## src/rtl/maze_pkg.sv

```systemverilog
// maze_pkg: shared types and constants for the maze generator and its solver.
//   state_t      - generator FSM states
//   LEFT..UP     - direction codes, shared with the wall-follower solver
//   LFSR_MASK    - Galois feedback mask of the 16-bit LFSR
//   LFSR_SEED_DEFAULT - substitute seed when a zero seed is supplied
//   galois_step  - one LFSR shift
package maze_pkg;

  typedef enum logic [2:0] {
    IDLE,
    INIT,
    START,
    PICK,
    CARVE,
    OPEN,
    DONE
  } state_t;

  localparam logic [1:0] LEFT  = 2'd0;
  localparam logic [1:0] RIGHT = 2'd1;
  localparam logic [1:0] DOWN  = 2'd2;
  localparam logic [1:0] UP    = 2'd3;

  localparam logic [15:0] LFSR_MASK         = 16'hB400;
  localparam logic [15:0] LFSR_SEED_DEFAULT = 16'hACE1;

  function automatic logic [15:0] galois_step(input logic [15:0] v);
    return v[0] ? ((v >> 1) ^ LFSR_MASK) : (v >> 1);
  endfunction

endpackage

```

## src/rtl/maze_lfsr.sv

```systemverilog
// maze_lfsr: 16-bit Galois LFSR used to randomise the carve direction.
// Ports:
//   clk  - clock
//   load - load seed (zero seed is replaced by LFSR_SEED_DEFAULT); wins over en
//   en   - advance one step
//   seed - seed value
//   q    - current LFSR state
// The register carries no reset: it is always loaded before it is used.
module maze_lfsr
  import maze_pkg::*;
(
  input  logic        clk,
  input  logic        load,
  input  logic        en,
  input  logic [15:0] seed,
  output logic [15:0] q
);

  always_ff @(posedge clk) begin
    if (load) begin
      q <= (seed == 16'h0000) ? LFSR_SEED_DEFAULT : seed;
    end else if (en) begin
      q <= galois_step(q);
    end
  end

endmodule

```

## src/rtl/maze_generator.sv

```systemverilog
// maze_generator: randomised depth-first (recursive backtracker) perfect-maze
// generator with a hardware stack and LFSR-driven direction choice.
// Ports:
//   clk   - clock
//   rst   - synchronous active-high reset (maze all walls, idle, stack empty)
//   start - single-cycle generate request, accepted in IDLE or DONE
//   seed  - LFSR seed sampled on an accepted start (0 selects 16'hACE1)
//   step  - advance enable for PICK/CARVE/OPEN (only with MAZE_GEN_STEP_EN)
//   busy  - high while generating
//   done  - high from completion until the next accepted start or reset
//   maze  - maze image, maze[y][x], 1 = wall; row 0 has the entrance,
//           row size-1 the exit
// Configuration macro: MAZE_GEN_STEP_EN adds the step input so carving can be
// paced for visualisation. Without it the block advances every cycle.
// Latency from accepted start to done=1 is 3C+2 cycles, C = ((size-1)/2)^2.
module maze_generator
  import maze_pkg::*;
#(
  parameter int size  = 9,
  parameter int N     = 4,
  parameter int DEPTH = ((size - 1) / 2) * ((size - 1) / 2)
) (
  input  logic                       clk,
  input  logic                       rst,
  input  logic                       start,
  input  logic [15:0]                seed,
`ifdef MAZE_GEN_STEP_EN
  input  logic                       step,
`endif
  output logic                       busy,
  output logic                       done,
  output logic [size-1:0][size-1:0]  maze
);

  localparam int SPW = $clog2(DEPTH + 1);
  localparam int AW  = (DEPTH > 1) ? $clog2(DEPTH) : 1;
  localparam int HI  = size - 2;

  typedef logic [N-1:0] crd_t;

  state_t          state, state_nxt;
  logic [2*N-1:0]  stack [DEPTH];
  logic [SPW-1:0]  sp;
  logic [AW-1:0]   top_idx, push_idx;
  logic [1:0]      dir;
  logic [15:0]     lfsr;
  logic            adv, accept, lfsr_en;
  crd_t            cx, cy, wx, wy, nx, ny;
  logic [3:0]      avail, rot;
  logic [1:0]      pick_dir;

`ifdef MAZE_GEN_STEP_EN
  assign adv = step;
`else
  assign adv = 1'b1;
`endif

  assign busy    = (state == INIT) || (state == START) || (state == PICK) ||
                   (state == CARVE) || (state == OPEN);
  assign done    = (state == DONE);
  assign accept  = start && ((state == IDLE) || (state == DONE));
  // INIT and START always advance; the carving states are paced by adv.
  assign lfsr_en = busy && ((state == INIT) || (state == START) || adv);

  maze_lfsr u_lfsr (
    .clk  (clk),
    .load (accept),
    .en   (lfsr_en),
    .seed (seed),
    .q    (lfsr)
  );

  // sp counts entries; the top entry sits one below it.
  assign top_idx  = AW'(sp - SPW'(1));
  assign push_idx = AW'(sp);

  // Unvisited-neighbour mask of the top-of-stack cell and the randomised pick.
  always_comb begin
    {cy, cx} = stack[top_idx];
    avail        = '0;
    avail[LEFT]  = (cx >= crd_t'(3))    && maze[cy][cx - crd_t'(2)];
    avail[RIGHT] = (int'(cx) <= HI - 2) && maze[cy][cx + crd_t'(2)];
    avail[DOWN]  = (int'(cy) <= HI - 2) && maze[cy + crd_t'(2)][cx];
    avail[UP]    = (cy >= crd_t'(3))    && maze[cy - crd_t'(2)][cx];
    // Rotating right by lfsr[1:0] makes the lowest-set-bit search start at a
    // random direction; adding the rotation back recovers the direction.
    rot = '0;
    for (int j = 0; j < 4; j++) begin
      rot[j] = avail[2'(j) + lfsr[1:0]];
    end
    pick_dir = lfsr[1:0];
    for (int j = 3; j >= 0; j--) begin
      if (rot[j]) pick_dir = 2'(j) + lfsr[1:0];
    end
  end

  // Wall cell and neighbour cell for the direction chosen in PICK.
  always_comb begin
    wx = cx;
    wy = cy;
    nx = cx;
    ny = cy;
    case (dir)
      LEFT:    begin wx = cx - crd_t'(1); nx = cx - crd_t'(2); end
      RIGHT:   begin wx = cx + crd_t'(1); nx = cx + crd_t'(2); end
      DOWN:    begin wy = cy + crd_t'(1); ny = cy + crd_t'(2); end
      default: begin wy = cy - crd_t'(1); ny = cy - crd_t'(2); end
    endcase
  end

  always_comb begin
    state_nxt = state;
    case (state)
      IDLE:    if (start) state_nxt = INIT;
      INIT:    state_nxt = START;
      START:   state_nxt = PICK;
      PICK: begin
        if (adv) begin
          if (avail != 4'b0000)    state_nxt = CARVE;
          else if (sp == SPW'(1))  state_nxt = OPEN;
        end
      end
      CARVE:   if (adv) state_nxt = PICK;
      OPEN:    if (adv) state_nxt = DONE;
      DONE:    if (start) state_nxt = INIT;
      default: state_nxt = IDLE;
    endcase
  end

  always_ff @(posedge clk) begin
    if (rst) state <= IDLE;
    else     state <= state_nxt;
  end

  always_ff @(posedge clk) begin
    if (rst) begin
      maze <= '1;
      sp   <= '0;
    end else begin
      case (state)
        INIT: begin
          maze <= '1;
          sp   <= '0;
        end
        START: begin
          maze[1][1] <= 1'b0;
          sp         <= SPW'(1);
        end
        PICK: begin
          if (adv && (avail == 4'b0000)) sp <= sp - SPW'(1);
        end
        CARVE: begin
          if (adv) begin
            maze[wy][wx] <= 1'b0;
            maze[ny][nx] <= 1'b0;
            sp           <= sp + SPW'(1);
          end
        end
        OPEN: begin
          if (adv) begin
            maze[0][1]           <= 1'b0;
            maze[size-1][size-2] <= 1'b0;
          end
        end
        default: ;
      endcase
    end
  end

  // Stack contents and the chosen direction are pure data; sp guards them.
  always_ff @(posedge clk) begin
    if (state == START) begin
      stack[0] <= {crd_t'(1), crd_t'(1)};
    end else if ((state == CARVE) && adv) begin
      stack[push_idx] <= {ny, nx};
    end
    if ((state == PICK) && adv) dir <= pick_dir;
  end

endmodule

```

## config.mk

```make
export PLATFORM = sky130hd
export DESIGN_NAME = maze_generator
export DESIGN_NICKNAME = d
export VERILOG_FILES = /design/src/rtl/maze_pkg.sv /design/src/rtl/maze_lfsr.sv /design/src/rtl/maze_generator.sv
export SDC_FILE = /design/constraint.sdc
export NUM_CORES = 1
export LEC_CHECK = 0
export BUFFER_PORTS_ARGS = -buffer_cell sky130_fd_sc_hd__buf_2
export CORE_ASPECT_RATIO = 0.5
export CORE_MARGIN = 2
export CORE_UTILIZATION = 63
export CTS_BUF_LIST = sky130_fd_sc_hd__clkbuf_8
export CTS_CLUSTER_DIAMETER = 60
export CTS_CLUSTER_SIZE = 10
export DETAILED_ROUTE_END_ITERATION = 6
export GPL_TIMING_DRIVEN = 0
export PLACE_DENSITY = 0.95
export SETUP_SLACK_MARGIN = 0.4
export SLEW_MARGIN = 20
export SYNTH_ARGS = -nofsm -noshare
export SYNTH_HDL_FRONTEND = slang
export SYNTH_SLANG_ARGS = --single-unit
```

## constraint.sdc

```tcl
create_clock -name clk -period 7 [get_ports clk]
set_input_delay 0.7 -clock clk [delete_from_list [all_inputs] [get_ports clk]]
set_output_delay 0.7 -clock clk [all_outputs]
set_load 0.01 [all_outputs]
```

==> results.json, run 1 <==
{
  "numCtsBuffers": 27,
  "design_area_um2": 15010,
  "met2_usage_pct": 69.20,
  "async_flop_share_pct": 0,
  "status": "finished with violations",
  "critPathLaunchType": "flop",
  "syn_nets": 1310,
  "hold_path_startpoint": "seed[5]",
  "reg2reg_depth": 27,
  "place_area_um2": 14020,
  "grt_first_pass_wirelength_um": 78130,
  "multi_input_area_um2": 6735,
  "final_hold_viol_count": 0,
  "slew_headroom_pct": 11.46,
  "netlist_top_cells_area": "edfxtp_1, dfxtp_1, mux4_2, a22oi_1, o21ai_0",
  "setup_viol": 0,
  "gr-usage-all-layers_pct": 47.60,
  "clk_pin_slew_ns": 0.08,
  "root_buffer": "clkbuf_8",
  "regArea_um2": 6167,
  "syn_area_per_cell_um2": 10.27,
  "grt_max_degree": 17,
  "avgViaCountPerCell": 7.743,
  "hold_class": "in -> reg",
  "fin_crit_sh_pct": 94.25,
  "fmax_ghz": 0.1516,
  "ys_types": 93,
  "ys.flop_type": "edfxtp_1",
  "synth_area_leader_cell": "edfxtp_1",
  "grt_overflow_total": 0,
  "r2r_slack_ns": 0.40,
  "ys_ff_latch": 235,
  "antenna_found_initial": 2,
  "ant_nets": 0,
  "crit_required_ns": 7.50,
  "first_iter_violations": 3264,
  "grt_pass1_vias": 12100,
  "grt.busiest_layer": "met2",
  "die_x_um": 208.1,
  "dieArea_um2": 22060,
  "crit_path_end_kind": "flop",
  "die_h_um": 106.0,
  "initial_core_util_pct": 64.11,
  "gr-usage-met1_pct": 64.56,
  "crit_type": "reg -> reg",
  "postRouteWirelength_um": 55600,
  "syn_area_um2": 13120,
  "synth_top_cell_area_share_pct": 33.42,
  "cts_tree": "done",
  "grtUsageMet3_pct": 17.46,
  "drv_cap": 0,
  "stdcell_count": 1717,
  "nNetsFinal": 1460,
  "postSynthCellCount": 1277,
  "nFillCells": 1355,
  "drv_slew": 0,
  "clock_skew_ns": 0.05107,
  "htree_levels": 1,
  "clk_latency_ns": 0.63,
  "arrival_ns": 7.09,
  "hpwl_um": 37440,
  "reg2reg_to": "sp[0]",
  "dr.pass1.iters": 7,
  "setup.worst_path.start": "sp[0]",
  "rsz0062_at_grt": "no",
  "violations": "design-rule violations",
  "crit_end": "sp[0]",
  "ios": 102,
  "synth_edf_count": 146,
  "critical_path.max_stage_delay_ns": 0.43,
  "drc": 90,
  "r2r_start": "sp[0]",
  "critPathMaxFanout": 10,
  "ctsHoldBuffers": 0,
  "area_delta_synth_final_pct": 14.41,
  "path_common_cell": "buf_6",
  "gp_congestion": 1.039,
  "avgRoutedWirePerCell_um": 32.38,
  "yosysSeqAreaShare_pct": 47.00,
  "fin_hold_ws_ns": 0.4149,
  "clockBufferDepth": 3,
  "rows": 37,
  "worstMarginPinSlew_ns": 1.323,
  "drive_above_1_share_pct": 22.88,
  "ys_warn_count": 0,
  "cts.sinks": 235,
  "numPortBuffers": 100,
  "finalCriticalPeriod_ns": 6.597,
  "vias": 13300,
  "slowest_stage": "ha_2",
  "placed_cells": 1653,
  "core_um2": 20460
}
-- worst max-delay path, delay by kind of cell, from the launching register on --
family | cells | cell delay [ns]
buffers and inverters | 11 | 2.10
AOI/OAI and AO/OA | 5 | 1.36
and+or+nand+nor | 7 | 1.25
muxes | 2 | 0.68
adders and majority gates | 2 | 0.66
DFF | 1 | 0.42
-- metal layers --
| layer | vias to the layer above | share of wire (%) | wire, µm |
|---|---|---|---|
| met1 | 6153 | 36 | 19750 |
| met3 | 374 | 17 | 9550 |
| met5 | - | 0 | 0 |
| li1 | 5232 | - | - |
| met4 | 0 | 6.4 | 3537 |
| met2 | 1536 | 41 | 22770 |
-- metrics by stage --
step / worst slack (ns) / TNS (ns) / utilization (%)
final: 0.4026 / 0 / 73.35
after global routing: 0.3072 / 0 / 73.35
after CTS: 0.4089 / 0 / 71.81
after detailed placement: -1.195 / -85.95 / 68.51
after global placement: -0.8995 / -61.30 / 68.23
after floorplan: 1.190 / 0 / -
-- cells in the mapped netlist, types with 7 or more instances --
cell type  instances
a221oi_1           8
o31ai_1            8
a22oi_1           85
o22ai_1            8
xor2_1             7
a211oi_1          18
nand4_1           19
mux2i_1           31
a31oi_1           10
clkbuf_1          52
ha_1              12
buf_2             16
nor2b_1            8
buf_4              8
nor3_1            31
edfxtp_1         146
mux4_2            34
a22o_1             8
o21ai_0          115
and3_1            12
o211ai_1           8
dfxtp_1           89
nor2_1            82
nand3_1           65
o21ai_1            8
a21oi_1           37
xnor2_1           13
nand2_1          130
nand2b_1          14
and2_1            13
buf_1              7
inv_1             25
-- worst min-delay path by stage --
stage,end,cells past startpoint,slack (ns)
final,u_lfsr.q[5],2,0.41
after global placement,maze[44],2,0.46
after floorplan,sp[4],2,0.49
after detailed placement,maze[44],2,0.47
after global routing,u_lfsr.q[5],2,0.42
after CTS,u_lfsr.q[5],2,0.41
-- final cells by class --
| type | count | area share [%] |
|---|---|---|
| clock buffer | 28 | 2.568 |
| sequential | 235 | 41.09 |
| tap | 273 | 2.276 |
| inverter | 28 | 0.7252 |
| multi-input combinational | 926 | 44.87 |
| antenna | 2 | 0.03334 |
| clock inverter | 16 | 0.4585 |
| buffer | 89 | 3.393 |
| timing repair buffer | 120 | 4.585 |
-- sequential cells by signal (all words and copies together), names as in the netlist --
register	count
maze	81
sp	5
u_lfsr.q	16
dir	2
stack	128
state	3
-- cells in the final DEF (no fill, tap or decap), types with 19 or more instances in the layout --
master	count
inv_1	37
buf_4	29
edfxtp_1	146
nand2_1	129
dfxtp_1	88
a22oi_1	85
a21oi_1	35
buf_2	108
nand4_1	19
mux4_2	34
clkbuf_1	46
mux2i_1	31
o21ai_0	114
nor2_1	62
nand3_1	64
clkbuf_8	28
-- cell families after synthesis --
group	count (synthesis)	share of synthesized area, %
and+or+nand+nor	417	15.76
AOI/OAI and AO/OA	401	21.29
DFF	235	47.00
buffers and inverters	117	4.073
muxes	72	8.889
xor gates and xnor gates	21	1.545
adders and majority gates	14	1.450
-- timing repair --
action | in CTS | in global routing
endpoints found under the hold margin | 0 | 0
setup endpoints to repair | 155 | 89
buffers inserted | 5 | 12
cloned | 0 | 1
gates resized for setup | 52 | 49
pin swaps | 3 | 10
Power of run 1 is left out: the tool's default activity adds up to more than one toggle a clock period on the data nets, which glitch-free logic cannot reach.
==> inputs of run 2 (changes only) <==
CTS_CLUSTER_DIAMETER = not set   (was 60)
MAX_ROUTING_LAYER = met4   (was not set)
==> run 2 against run 1 <==
The run still ends with design-rule violations left. Non-clock buffer count is 3 lower. First-iteration DRC count decreased by 0.95%. Wire length is 2.8% higher. Clock skew rose by 0.030 ns. Global-route usage rose by 2.9 points. Fmax fell by 1.6%. Worst hold slack lost 0.0068 ns. Register-to-register slack got worse by 0.11 ns. Sequential share of layout area shrank 0.31 points. Via count increased by 2.2%. Worst setup slack got worse by 0.11 ns. Critical path type unchanged. Critical endpoint is now sp[4].
==> results.json, run 2 (synthesis gave the netlist of run 1 again) <==
{
  "place_area_um2": 14030,
  "dr.pass1.iters": 7,
  "grt_pass1_vias": 12500,
  "critPathMaxFanout": 10,
  "grt_first_pass_wirelength_um": 80300,
  "arrival_ns": 7.24,
  "drv_slew": 0,
  "setup_viol": 0,
  "crit_path_end_kind": "flop",
  "nFillCells": 1328,
  "status": "finished with violations",
  "finalCriticalPeriod_ns": 6.705,
  "fin_crit_sh_pct": 95.78,
  "hpwl_um": 37810,
  "rows": 37,
  "vias": 13590,
  "clock_skew_ns": 0.08102,
  "clk_pin_slew_ns": 0.09,
  "area_delta_synth_final_pct": 15.27,
  "slew_headroom_pct": 6.722,
  "core_um2": 20460,
  "fmax_ghz": 0.1491,
  "postRouteWirelength_um": 57160,
  "regArea_um2": 6167,
  "drive_above_1_share_pct": 23.20,
  "root_buffer": "clkbuf_8",
  "initial_core_util_pct": 64.11,
  "gr-usage-all-layers_pct": 50.54,
  "crit_required_ns": 7.54,
  "violations": "design-rule violations",
  "rsz0062_at_grt": "yes",
  "gp_congestion": 1.036,
  "critPathLaunchType": "flop",
  "ios": 102,
  "regMostFlops": "stack",
  "cts_tree": "done",
  "multi_input_area_um2": 6759,
  "design_area_um2": 15120,
  "r2r_slack_ns": 0.30,
  "biggestRegsByFlops": "stack x128, maze x81, u_lfsr.q x16",
  "first_iter_violations": 3233,
  "grt_max_degree": 17,
  "drv_cap": 0,
  "final_hold_viol_count": 0,
  "antenna_found_initial": 3,
  "crit_type": "reg -> reg",
  "grt_overflow_total": 0,
  "mostFrequentLayoutCells": "edfxtp_1, nand2_1, o21ai_0, buf_2, dfxtp_1",
  "worstMarginPinSlew_ns": 1.394,
  "htree_levels": 1,
  "clockBufferDepth": 3,
  "ant_nets": 0,
  "avgViaCountPerCell": 7.866,
  "dieArea_um2": 22060,
  "die_x_um": 208.1,
  "clk_latency_ns": 0.69,
  "nNetsFinal": 1460,
  "numCtsBuffers": 31,
  "largest_reg_flops": 128,
  "cts.sinks": 235,
  "hold_class": "in -> reg",
  "final_common_cell": "edfxtp_1",
  "avgRoutedWirePerCell_um": 33.10,
  "numPortBuffers": 100,
  "drc": 159,
  "die_h_um": 106.0
}
==> run 2: repair_timing <==
action	CTS	global route
setup endpoints to repair	166	123
buffers inserted	2	12
hold buffers	0	0
pin swaps	4	8
resized for setup	46	42
==> run 2: path summary, 6_finish.rpt <==
| check | to | start | cells past startpoint |
|---|---|---|---|
| worst max register to register | sp[4] | sp[0] | 27 |
| worst min-delay path | u_lfsr.q[8] | seed[8] | 3 |
| worst max-delay path | sp[4] | sp[0] | 27 |
| worst min register to register | maze[69] | maze[69] | 2 |
==> run 2: final cells by class <==
cell class / instances / area share [%]
well taps: 273 / 2.259
multi-input cells: 925 / 44.70
diodes: 6 / 0.09929
clock buffers: 35 / 3.186
repair buffers: 117 / 4.402
clock inverters: 19 / 0.7033
flip-flops and latches: 235 / 40.78
plain buffers: 89 / 3.177
inverters: 28 / 0.6950
==> run 2: per-stage QoR <==
| step | util [%] | instances | setup slack (ns) | TNS [ns] | hold slack (ns) |
|---|---|---|---|---|---|
| finish | 73.90 | 1727 | 0.2951 | 0 | 0.4080 |
| global placement | 68.23 | 1650 | -1.006 | -68.29 | 0.4618 |
| CTS | 72.29 | 1709 | 0.3394 | 0 | 0.4109 |
| detailed placement | 68.58 | 1653 | -1.081 | -77.25 | 0.4720 |
| floorplan | - | 1277 | 1.190 | 0 | 0.4866 |
| global route | 73.89 | 1726 | 0.2034 | 0 | 0.3999 |
==> run 2: metal layers <==
metal	vias to the layer above	wire length, µm	track usage (%)
li1	5246	-	-
met1	6261	19860	63.68
met2	1645	23170	71.36
met3	433	10050	19.73
met4	0	4072	25.18
met5	-	0	-
==> run 2: worst max-delay path, cell delays in order, from the launching register on <==
cell       delay (ns)
dfxtp_2          0.40
buf_6            0.16
buf_6            0.20
buf_8            0.20
buf_6            0.21
buf_4            0.23
inv_1            0.12
ha_2             0.41
buf_4            0.24
buf_6            0.20
mux4_2           0.33
and3_1           0.21
a211oi_1         0.28
or2_4            0.24
inv_1            0.27
ha_1             0.31
inv_1            0.10
o21ai_1          0.10
and2_1           0.16
buf_2            0.21
a311oi_2         0.30
nor3_1           0.13
a2111oi_2        0.50
nor4_4           0.11
nor2_4           0.20
nand2_4          0.14
a221o_1          0.39
a31oi_1          0.21
Power of run 2 is left out for the same reason.
